[src/rtl/mem_access_unit_if.sv]
// Word-wide request/grant data memory port.
//   master : the access unit (drives mem_req/mem_we/mem_addr/mem_wdata)
//   slave  : the memory (drives mem_gnt/mem_rvalid/mem_rdata)
//   mem_req    - request pending
//   mem_we     - 1 = write, 0 = read
//   mem_addr   - word address
//   mem_wdata  - write word
//   mem_gnt    - request accepted this cycle
//   mem_rvalid - read data valid (earliest the cycle after the read grant)
//   mem_rdata  - read word
interface mem_access_unit_if #(
    parameter int ADDR_W = 10
);
    logic              mem_req;
    logic              mem_we;
    logic [ADDR_W-1:0] mem_addr;
    logic [31:0]       mem_wdata;
    logic              mem_gnt;
    logic              mem_rvalid;
    logic [31:0]       mem_rdata;

    modport master (
        output mem_req, mem_we, mem_addr, mem_wdata,
        input  mem_gnt, mem_rvalid, mem_rdata
    );

    modport slave (
        input  mem_req, mem_we, mem_addr, mem_wdata,
        output mem_gnt, mem_rvalid, mem_rdata
    );
endinterface

[src/rtl/mem_access_unit.sv]
// MEM-stage load/store executor.
// Turns the decoder's load/store control word into transactions on a
// request/grant word memory port. Byte loads select a lane and zero/sign
// extend; byte stores are done as read-modify-write. stall freezes the
// pipeline from the cycle the request appears until the completion cycle.
// Ports:
//   clk, rst_n          - clock, asynchronous active-low reset
//   req_valid           - MEM-stage instruction present (held while stall=1)
//   MemRead, MemWr      - load / store
//   IsByteW, IsByteB    - byte load / byte store
//   ExtopM              - 1 = sign-extend byte load
//   addr, wdata         - byte address, store data
//   rdata               - load result (updated only by completed loads)
//   done, err           - completion pulse, illegal-request pulse with done
//   stall               - pipeline freeze
//   mem                 - memory port (master side)
module mem_access_unit #(
    parameter int ADDR_W = 10
) (
    input  logic                clk,
    input  logic                rst_n,
    input  logic                req_valid,
    input  logic                MemRead,
    input  logic                MemWr,
    input  logic                IsByteW,
    input  logic                IsByteB,
    input  logic                ExtopM,
    input  logic [31:0]         addr,
    input  logic [31:0]         wdata,
    output logic [31:0]         rdata,
    output logic                done,
    output logic                err,
    output logic                stall,
    mem_access_unit_if.master   mem
);

    typedef enum logic [2:0] {
        IDLE,
        RD_REQ,
        RD_WAIT,
        WR_REQ,
        DONE
    } state_t;

    state_t            state_q, state_d;
    logic [ADDR_W-1:0] waddr_q, waddr_d;
    logic [1:0]        lane_q, lane_d;
    logic              is_load_q, is_load_d;
    logic              is_byte_q, is_byte_d;
    logic              ext_q, ext_d;
    logic              err_q, err_d;
    // Holds the store word; for byte stores it is replaced by the merged word
    // once the read returns, so WR_REQ always writes this register.
    logic [31:0]       wword_q, wword_d;
    logic [31:0]       rdata_q, rdata_d;

    logic              access;
    logic              req_byte;
    logic              req_illegal;
    logic [7:0]        rd_byte;
    logic [31:0]       load_word;
    logic [31:0]       merged_word;
    logic              addr_hi_unused;

    assign addr_hi_unused = ^addr[31:ADDR_W+2];

    assign access      = req_valid & (MemRead | MemWr);
    assign req_byte    = MemRead ? IsByteW : IsByteB;
    assign req_illegal = (MemRead & MemWr) | (~req_byte & (addr[1:0] != 2'b00));

    assign rd_byte   = mem.mem_rdata[{lane_q, 3'b000} +: 8];
    assign load_word = is_byte_q ? {{24{ext_q & rd_byte[7]}}, rd_byte} : mem.mem_rdata;

    // Byte-store merge: only the addressed lane takes the store byte.
    genvar gi;
    generate
        for (gi = 0; gi < 4; gi++) begin : g_merge
            assign merged_word[8*gi +: 8] = (lane_q == 2'(gi)) ? wword_q[7:0]
                                                               : mem.mem_rdata[8*gi +: 8];
        end
    endgenerate

    assign rdata         = rdata_q;
    assign mem.mem_addr  = waddr_q;
    assign mem.mem_wdata = wword_q;

    always_ff @(posedge clk or negedge rst_n) begin
        if (!rst_n) begin
            state_q   <= IDLE;
            waddr_q   <= '0;
            lane_q    <= '0;
            is_load_q <= 1'b0;
            is_byte_q <= 1'b0;
            ext_q     <= 1'b0;
            err_q     <= 1'b0;
            wword_q   <= '0;
            rdata_q   <= '0;
        end else begin
            state_q   <= state_d;
            waddr_q   <= waddr_d;
            lane_q    <= lane_d;
            is_load_q <= is_load_d;
            is_byte_q <= is_byte_d;
            ext_q     <= ext_d;
            err_q     <= err_d;
            wword_q   <= wword_d;
            rdata_q   <= rdata_d;
        end
    end

    always_comb begin
        state_d     = state_q;
        waddr_d     = waddr_q;
        lane_d      = lane_q;
        is_load_d   = is_load_q;
        is_byte_d   = is_byte_q;
        ext_d       = ext_q;
        err_d       = err_q;
        wword_d     = wword_q;
        rdata_d     = rdata_q;
        stall       = 1'b0;
        done        = 1'b0;
        err         = 1'b0;
        mem.mem_req = 1'b0;
        mem.mem_we  = 1'b0;

        case (state_q)
            IDLE: begin
                if (access) begin
                    stall     = 1'b1;
                    waddr_d   = addr[ADDR_W+1:2];
                    lane_d    = addr[1:0];
                    is_load_d = MemRead;
                    is_byte_d = req_byte;
                    ext_d     = ExtopM;
                    wword_d   = wdata;
                    err_d     = req_illegal;
                    if (req_illegal) begin
                        state_d = DONE;
                    end else if (MemRead || IsByteB) begin
                        state_d = RD_REQ;
                    end else begin
                        state_d = WR_REQ;
                    end
                end
            end
            RD_REQ: begin
                stall       = 1'b1;
                mem.mem_req = 1'b1;
                if (mem.mem_gnt) begin
                    state_d = RD_WAIT;
                end
            end
            RD_WAIT: begin
                stall = 1'b1;
                if (mem.mem_rvalid) begin
                    if (is_load_q) begin
                        rdata_d = load_word;
                        state_d = DONE;
                    end else begin
                        wword_d = merged_word;
                        state_d = WR_REQ;
                    end
                end
            end
            WR_REQ: begin
                stall       = 1'b1;
                mem.mem_req = 1'b1;
                mem.mem_we  = 1'b1;
                if (mem.mem_gnt) begin
                    state_d = DONE;
                end
            end
            DONE: begin
                done    = 1'b1;
                err     = err_q;
                state_d = IDLE;
            end
            default: begin
                state_d = IDLE;
            end
        endcase
    end

endmodule

[src/flat_wrapper.sv]
// flat-port wrapper written by rule: the top's interface ports become plain ports
module mem_access_unit_flat 
#(
    parameter int ADDR_W = 10
)
  (clk, rst_n, req_valid, MemRead, MemWr, IsByteW, IsByteB, ExtopM, addr, wdata, rdata, done, err, stall, mem_mem_req, mem_mem_we, mem_mem_addr, mem_mem_wdata, mem_mem_gnt, mem_mem_rvalid, mem_mem_rdata);
  mem_access_unit_if #(.ADDR_W(ADDR_W)) mem_i ();
  input  logic clk;
  input  logic rst_n;
  input  logic req_valid;
  input  logic MemRead;
  input  logic MemWr;
  input  logic IsByteW;
  input  logic IsByteB;
  input  logic ExtopM;
  input  logic [31:0] addr;
  input  logic [31:0] wdata;
  output logic [31:0] rdata;
  output logic done;
  output logic err;
  output logic stall;
  output wire logic [$bits(mem_i.mem_req)-1:0] mem_mem_req;
  output wire logic [$bits(mem_i.mem_we)-1:0] mem_mem_we;
  output wire logic [$bits(mem_i.mem_addr)-1:0] mem_mem_addr;
  output wire logic [$bits(mem_i.mem_wdata)-1:0] mem_mem_wdata;
  input wire logic [$bits(mem_i.mem_gnt)-1:0] mem_mem_gnt;
  input wire logic [$bits(mem_i.mem_rvalid)-1:0] mem_mem_rvalid;
  input wire logic [$bits(mem_i.mem_rdata)-1:0] mem_mem_rdata;
  assign mem_mem_req = mem_i.mem_req;
  assign mem_mem_we = mem_i.mem_we;
  assign mem_mem_addr = mem_i.mem_addr;
  assign mem_mem_wdata = mem_i.mem_wdata;
  assign mem_i.mem_gnt = mem_mem_gnt;
  assign mem_i.mem_rvalid = mem_mem_rvalid;
  assign mem_i.mem_rdata = mem_mem_rdata;
  mem_access_unit #(.ADDR_W(ADDR_W)) u_core (.clk(clk), .rst_n(rst_n), .req_valid(req_valid), .MemRead(MemRead), .MemWr(MemWr), .IsByteW(IsByteW), .IsByteB(IsByteB), .ExtopM(ExtopM), .addr(addr), .wdata(wdata), .rdata(rdata), .done(done), .err(err), .stall(stall), .mem(mem_i));
endmodule
[config.mk]
export PLATFORM = sky130hd
export DESIGN_NAME = mem_access_unit_flat
export DESIGN_NICKNAME = d
export VERILOG_FILES = /design/src/rtl/mem_access_unit_if.sv /design/src/rtl/mem_access_unit.sv /design/src/flat_wrapper.sv
export SDC_FILE = /design/constraint.sdc
export NUM_CORES = 1
export LEC_CHECK = 0
export ABC_AREA = 1
export BUFFER_PORTS_ARGS = -buffer_cell sky130_fd_sc_hd__buf_2
export CORE_MARGIN = 4
export CORE_UTILIZATION = 30
export DETAILED_ROUTE_END_ITERATION = 12
export PLACE_DENSITY = 0.58
export SETUP_SLACK_MARGIN = 0.4
export SLEW_MARGIN = 15
export SYNTH_ARGS = -nofsm -noshare
export SYNTH_HDL_FRONTEND = slang
export SYNTH_SLANG_ARGS = --single-unit
[constraint.sdc]
create_clock -name clk -period 1.85 [get_ports clk]
set_input_delay 0.2775 -clock clk [delete_from_list [all_inputs] [get_ports clk]]
set_output_delay 0.2775 -clock clk [all_outputs]
set_load 0.005 [all_outputs]
==> reports/qor.csv, run 1 <==
stage,metric,value,unit
logic_synthesis,synth_edf_count,0,
logic_synthesis,yosys.cell_types.count,25,
logic_synthesis,netlist_top_cells_area,"dfrtp_1, nand2_1, inv_1",
min_path,hp-class,in -> reg,
clocking,cts_buffers,9,
clocking,clock_path_buffers,2,
route,ant_nets,0,
setup_path,cp_max_fo,3,
cells_and_area,final_nets,1017,
clocking,h-tree-depth,3,
logic_synthesis,yosysWarningCount,0,
clocking,cts_tree,done,
placement,gp_congestion,0.881,
run_status,status,"complete, no violations",
sta,finalCriticalPeriod,1.52,ns
power,pwr_density_cell,1630,mW/mm^2
setup_path,critPathCaptureType,output pin,
setup_path,worstPathRequired,1.57,ns
route,drt_iter0_drc,293,
floorplan,fp-row-count,46,
setup_path,slowest_stage,dfrtp_2,
sta,slew_viol_final,0,
placement,dp_hpwl,12400,um
sta,period_share,81.9,%
logic_synthesis,yosysSeqAreaShare,43.1,%
sta,max_freq,0.660,GHz
floorplan,die_h,135,um
logic_synthesis,synth_top_area_cell,dfrtp_1,
floorplan,fp.dieW,135,um
sta,setup_ws,0.334,ns
floorplan,io_pins,185,
clocking,root_buffer,clkbuf_16,
logic_synthesis,syn_nets,825,
sta,rsz0062_at_grt,yes,
placement,place.port_buffers,164,
route,drt_wl_total,17200,um
cells_and_area,synthToLayoutAreaGrowth,37.9,%
setup_path,rrSetupSlack,0.35,ns
logic_synthesis,syn_inst,719,
power,p_leak,0.00393,uW
power,ir_worst_vdd,0.673,mV
logic_synthesis,synth-seq-cells,83,
sta,finalClockSkew,0.00685,ns
floorplan,dieArea,0.0181,mm^2
setup_path,arrival,1.24,ns
logic_synthesis,ys_dominant_reg_cell,dfrtp_1,
clocking,worst_skew_pair.late_latency,0.35,ns
route,drc,0,
route,wl_per_cell,15.2,um
sta,maxSlewHeadroom,68.5,%
logic_synthesis,ys_async_sr_fraction,100,%
clocking,clk_pin_slew,0.07,ns
setup_path,cp-start-kind,flip-flop,
min_path,holdPathStages,3,
global_route,grt_pass1_wl,26300,um
placement,placed_cells,1086,
run,drv_cap,0,
clocking,clock-sinks,83,
global_route,antenna_found_initial,2,
cells_and_area,instances_no_fill,1133,
floorplan,start_util,30.4,%
setup_path,r2r_cells,9,
route,detail_route.first_pass.iterations,5,
logic_synthesis,yosysTopAreaCellShare,43.1,%
sta,setup_violations,0,
route,vias_per_cell,4.50,
global_route,grt.overflow.total,0,
global_route,grt_pass1_vias,4859,
global_route,grt_max_degree,35,
sta,hold_violations,0,
placement,dp_slack,0.283,ns
route,vias,5099,
sta,holdWs,0.119,ns
logic_synthesis,synth_common_cells,"nand2_1, inv_1, dfrtp_1",
global_route,grt_usage,18.8,%
floorplan,core-area,0.0158,mm^2
logic_synthesis,synthMostInstantiatedCell,nand2_1,
cells_and_area,drive_above_1_share,28.5,%
setup_path,criticalPathCategory,reg -> out,
setup_path,crit_path_max_incr_delay,0.44,ns
logic_synthesis,avgSynthCellArea,6.70,um^2
sta,tightest_slew,0.473,ns
setup_path,path_cells,inv_2 > nand2_2 > nor3b_2 > buf_2,
sta,fin_tns_setup,0,ns
logic_synthesis,syn_area,0.00482,mm^2
critical path: cells and delay by family (launching register included):
kind / cells / cell delay, ns
buffers and inverters: 2 / 0.22
flip-flops: 1 / 0.44
AND/OR/NAND/NOR: 2 / 0.23
cells by family after synthesis:
group	after synthesis	share of synthesized area [%]
AOI/OAI and AO/OA	51	7.14
buffers and inverters	125	10.5
DFF	83	43.1
and+or+nand+nor	460	39.2
through the flow:
stage               power (uW)  utilization (%)  instance area [um^2]
global route             11900             42.0                  6640
global placement          8260             37.4                  5920
detailed placement        8310             37.4                  5920
floorplan                 6360                -                  4820
finish                   10800             42.0                  6640
CTS                      10500             40.8                  6450
sequential cells by signal, summed over array words and instances (netlist names):
signal                count
u_core.mem.mem_wdata     32
u_core.err_q              1
u_core.is_byte_q          1
u_core.lane_q             2
u_core.rdata             32
u_core.is_load_q          1
u_core.mem.mem_addr      10
u_core.ext_q              1
u_core.state_q            3
per-layer routing:
metal	routed length [um]	up-vias	GRT usage (%)
met4	410	2	6.22
met3	1330	29	5.37
met1	7580	2318	25.3
met5	7	-	0
li1	-	2578	-
met2	7880	172	29.2
cell usage in the layout, fill, tap and decap left out, types with 5 or more instances in the layout:
cell / instances
dfrtp_1: 80
o21ai_0: 12
nand3_1: 59
buf_12: 6
inv_2: 8
inv_1: 83
clkinvlp_4: 5
buf_6: 6
nor2_1: 73
buf_2: 163
buf_4: 31
nand2_1: 301
clkbuf_16: 10
a21boi_1: 29
nand4_1: 9
report_power, final:
part	switching [uW]	internal [uW]	leakage (uW)
registers	532	2700	0.000972
clock network	814	956	0.000128
logic	3360	2480	0.00283
total	4710	6130	0.00393
timing repair:
item	4_1_cts	5_1_grt
hold endpoints to repair	29	0
hold buffers	1	0
resized for setup	26	20
gates cloned	2	3
pin swaps	4	5
setup endpoints to repair	66	80
setup buffers	14	10
worst paths after layout:
check | start | endpoint
worst max-delay path | u_core.state_q[0]$_DFFE_PN0P_ | err
worst min register to register | u_core.mem.mem_addr[1]$_DFFE_PN0P_ | u_core.mem.mem_addr[1]$_DFFE_PN0P_
min in group asynchronous | rst_n | u_core.mem.mem_wdata[15]$_DFFE_PN0P_
worst min-delay path | addr[11] | u_core.mem.mem_addr[9]$_DFFE_PN0P_
max in group asynchronous | rst_n | u_core.lane_q[1]$_DFFE_PN0P_
worst max register to register | u_core.state_q[2]$_DFFE_PN0P_ | u_core.mem.mem_wdata[9]$_DFFE_PN0P_
final cells by class:
cell class	count	area, um^2
antenna	1	2.50
clock buffer	10	239
clock inverter	6	47.5
fill	1681	9190
inverter	94	364
multi-input combinational	512	2310
sequential	83	2080
tap	216	270
timing repair buffer	211	1330
No activity file was read; power rests on OpenSTA's default activity.
==> run 2: changes to the inputs <==
--- a/config.mk
+++ b/config.mk
@@ -10,7 +10,7 @@
 export CORE_MARGIN = 4
 export CORE_UTILIZATION = 30
 export DETAILED_ROUTE_END_ITERATION = 12
-export PLACE_DENSITY = 0.58
+export PLACE_DENSITY = 0.6
 export SETUP_SLACK_MARGIN = 0.4
 export SLEW_MARGIN = 15
 export SYNTH_ARGS = -nofsm -noshare
==> constraint.sdc (replaced) <==
create_clock -name clk -period 1.2 [get_ports clk]
set_input_delay 0.18 -clock clk [delete_from_list [all_inputs] [get_ports clk]]
set_output_delay 0.18 -clock clk [all_outputs]
set_load 0.005 [all_outputs]
==> reports/qor.csv, run 2 (synthesis gave the netlist of run 1 again) <==
stage,metric,value,unit
clocking,cts_tree,done,
sta,finalClockSkew,0.00839,ns
route,vias,5732,
global_route,grt_max_degree,46,
floorplan,start_util,30.4,%
cells_and_area,drive_above_1_share,44.9,%
setup_path,arrival,1.88,ns
cells_and_area,fin_area,0.00822,mm^2
global_route,grt_pass1_wl,29200,um
cells_and_area,final_common_cell,nand2_1,
floorplan,core-area,0.0158,mm^2
route,detail_route.first_pass.iterations,5,
sta,tightest_slew,0.426,ns
clocking,h-tree-depth,3,
clocking,cts_buffers,9,
sta,setup_violations,88,
clocking,root_buffer,clkbuf_16,
route,vias_per_cell,4.70,
sta,slew_viol_final,0,
power,ir_worst_vdd,1.04,mV
clocking,clk_pin_slew,0.06,ns
setup_path,criticalPathCategory,reg -> reg,
sta,max_freq,0.628,GHz
min_path,hp-class,in -> reg,
power,pwr_density_cell,2620,mW/mm^2
floorplan,dieArea,0.0181,mm^2
sta,rsz0062_at_grt,yes,
cells_and_area,synthToLayoutAreaGrowth,70.7,%
placement,gp_congestion,0.909,
setup_path,cp-start-kind,flip-flop,
sta,hold_violations,0,
placement,place.port_buffers,164,
setup_path,cp_max_fo,6,
sta,finalCriticalPeriod,1.59,ns
run_status,status,"finished, violations left",
setup_path,critPathCaptureType,flip-flop,
global_route,grt.overflow.total,0,
run,drv_cap,0,
floorplan,fp-row-count,46,
run_status,violations,negative setup slack,
clocking,worst_skew_pair.late_latency,0.35,ns
setup_path,worstPathRequired,1.49,ns
placement,place_area,0.00624,mm^2
clocking,clock-sinks,83,
sta,period_share,133,%
route,drt_iter0_drc,342,
global_route,grt_pass1_vias,5396,
global_route,grt_usage,20.9,%
power,power.total,21500,uW
power,p_leak,0.00457,uW
route,wl_per_cell,16.3,um
route,drt_wl_total,19900,um
cells_and_area,layout_common_cells,"nand2_1, buf_2, inv_1, dfrtp_1, buf_4",
global_route,antenna_found_initial,5,
floorplan,die_h,135,um
sta,setup_ws,-0.392,ns
floorplan,fp.dieW,135,um
clocking,clock_path_buffers,2,
floorplan,io_pins,185,
sta,maxSlewHeadroom,71.4,%
route,drc,0,
cells_and_area,final_nets,1103,
placement,dp_hpwl,12800,um
route,ant_nets,0,
==> run 2: path summary, 6_finish.rpt <==
path,start,to,slack (ns),cells after the start
setup reg to reg,u_core.state_q[0]$_DFFE_PN0P_,u_core.mem.mem_wdata[21]$_DFFE_PN0P_,-0.39,10
max in group asynchronous,rst_n,u_core.rdata[24]$_DFFE_PN0P_,0.59,3
setup / recovery,u_core.state_q[0]$_DFFE_PN0P_,u_core.mem.mem_wdata[21]$_DFFE_PN0P_,-0.39,10
hold / removal,addr[7],u_core.mem.mem_addr[5]$_DFFE_PN0P_,0.03,3
hold reg to reg,u_core.mem.mem_addr[8]$_DFFE_PN0P_,u_core.mem.mem_addr[8]$_DFFE_PN0P_,0.48,2
min in group asynchronous,rst_n,u_core.state_q[0]$_DFFE_PN0P_,0.36,3
==> run 2: cell type report <==
| class | count | area, um^2 |
|---|---|---|
| antenna | 2 | 5.00 |
| clock buffer | 12 | 246 |
| clock inverter | 4 | 73.8 |
| fill | 1513 | 7610 |
| inverter | 94 | 368 |
| multi-input combinational | 514 | 2900 |
| sequential | 83 | 2080 |
| tap | 216 | 270 |
| timing repair buffer | 294 | 2270 |
| timing repair inverter | 1 | 8.76 |
==> run 2: layer usage <==
metal  GRT usage [%]  routed length [um]  up-vias  share of wire [%]
met3            6.45                1530       42                7.7
met4            6.84                 565        8                2.8
met2            32.8                9470      224                 48
li1                -                   -     2754                  -
met5               0                  50        -               0.25
met1            27.4                8240     2704                 41
==> run 2: worst max-delay path: stages (launching register included) <==
cell       delay [ns]
dfrtp_1          0.40
inv_2            0.07
buf_4            0.14
buf_6            0.11
nand3_4          0.06
nor2_4           0.05
nor2_4           0.20
buf_12           0.19
clkbuf_16        0.17
nand3_1          0.07
nand2_1          0.07
==> run 2: metrics by stage <==
stage	std cells	hold WS, ns	utilization (%)	setup TNS, ns	worst slack, ns
after floorplan	719	-0.116	-	-3.40	-0.0603
after global placement	1112	0.199	39.5	-13.21	-0.195
after detailed placement	1112	0.191	39.5	-14.94	-0.222
after CTS	1190	0.0173	48.2	-21.23	-0.328
after global routing	1219	0.0278	51.9	-33.86	-0.463
final	1220	0.0277	51.9	-27.94	-0.392
==> run 2: timing repair <==
| item | in CTS | in global routing |
|---|---|---|
| buffers inserted | 52 | 25 |
| setup endpoints to repair | 162 | 162 |
| endpoints found under the hold margin | 83 | 0 |
| pin swaps | 12 | 25 |
| hold buffers | 1 | 0 |
| resized for setup | 121 | 85 |
| cloned | 9 | 3 |
==> run 2: power by group <==
group | switching, uW | total (uW) | leakage, uW | internal (uW)
combinational | 6870 | 13400 | 0.00344 | 6560
clock | 1200 | 3090 | 0.000157 | 1880
sequential | 834 | 4990 | 0.000974 | 4160
total | 8900 | 21500 | 0.00457 | 12600
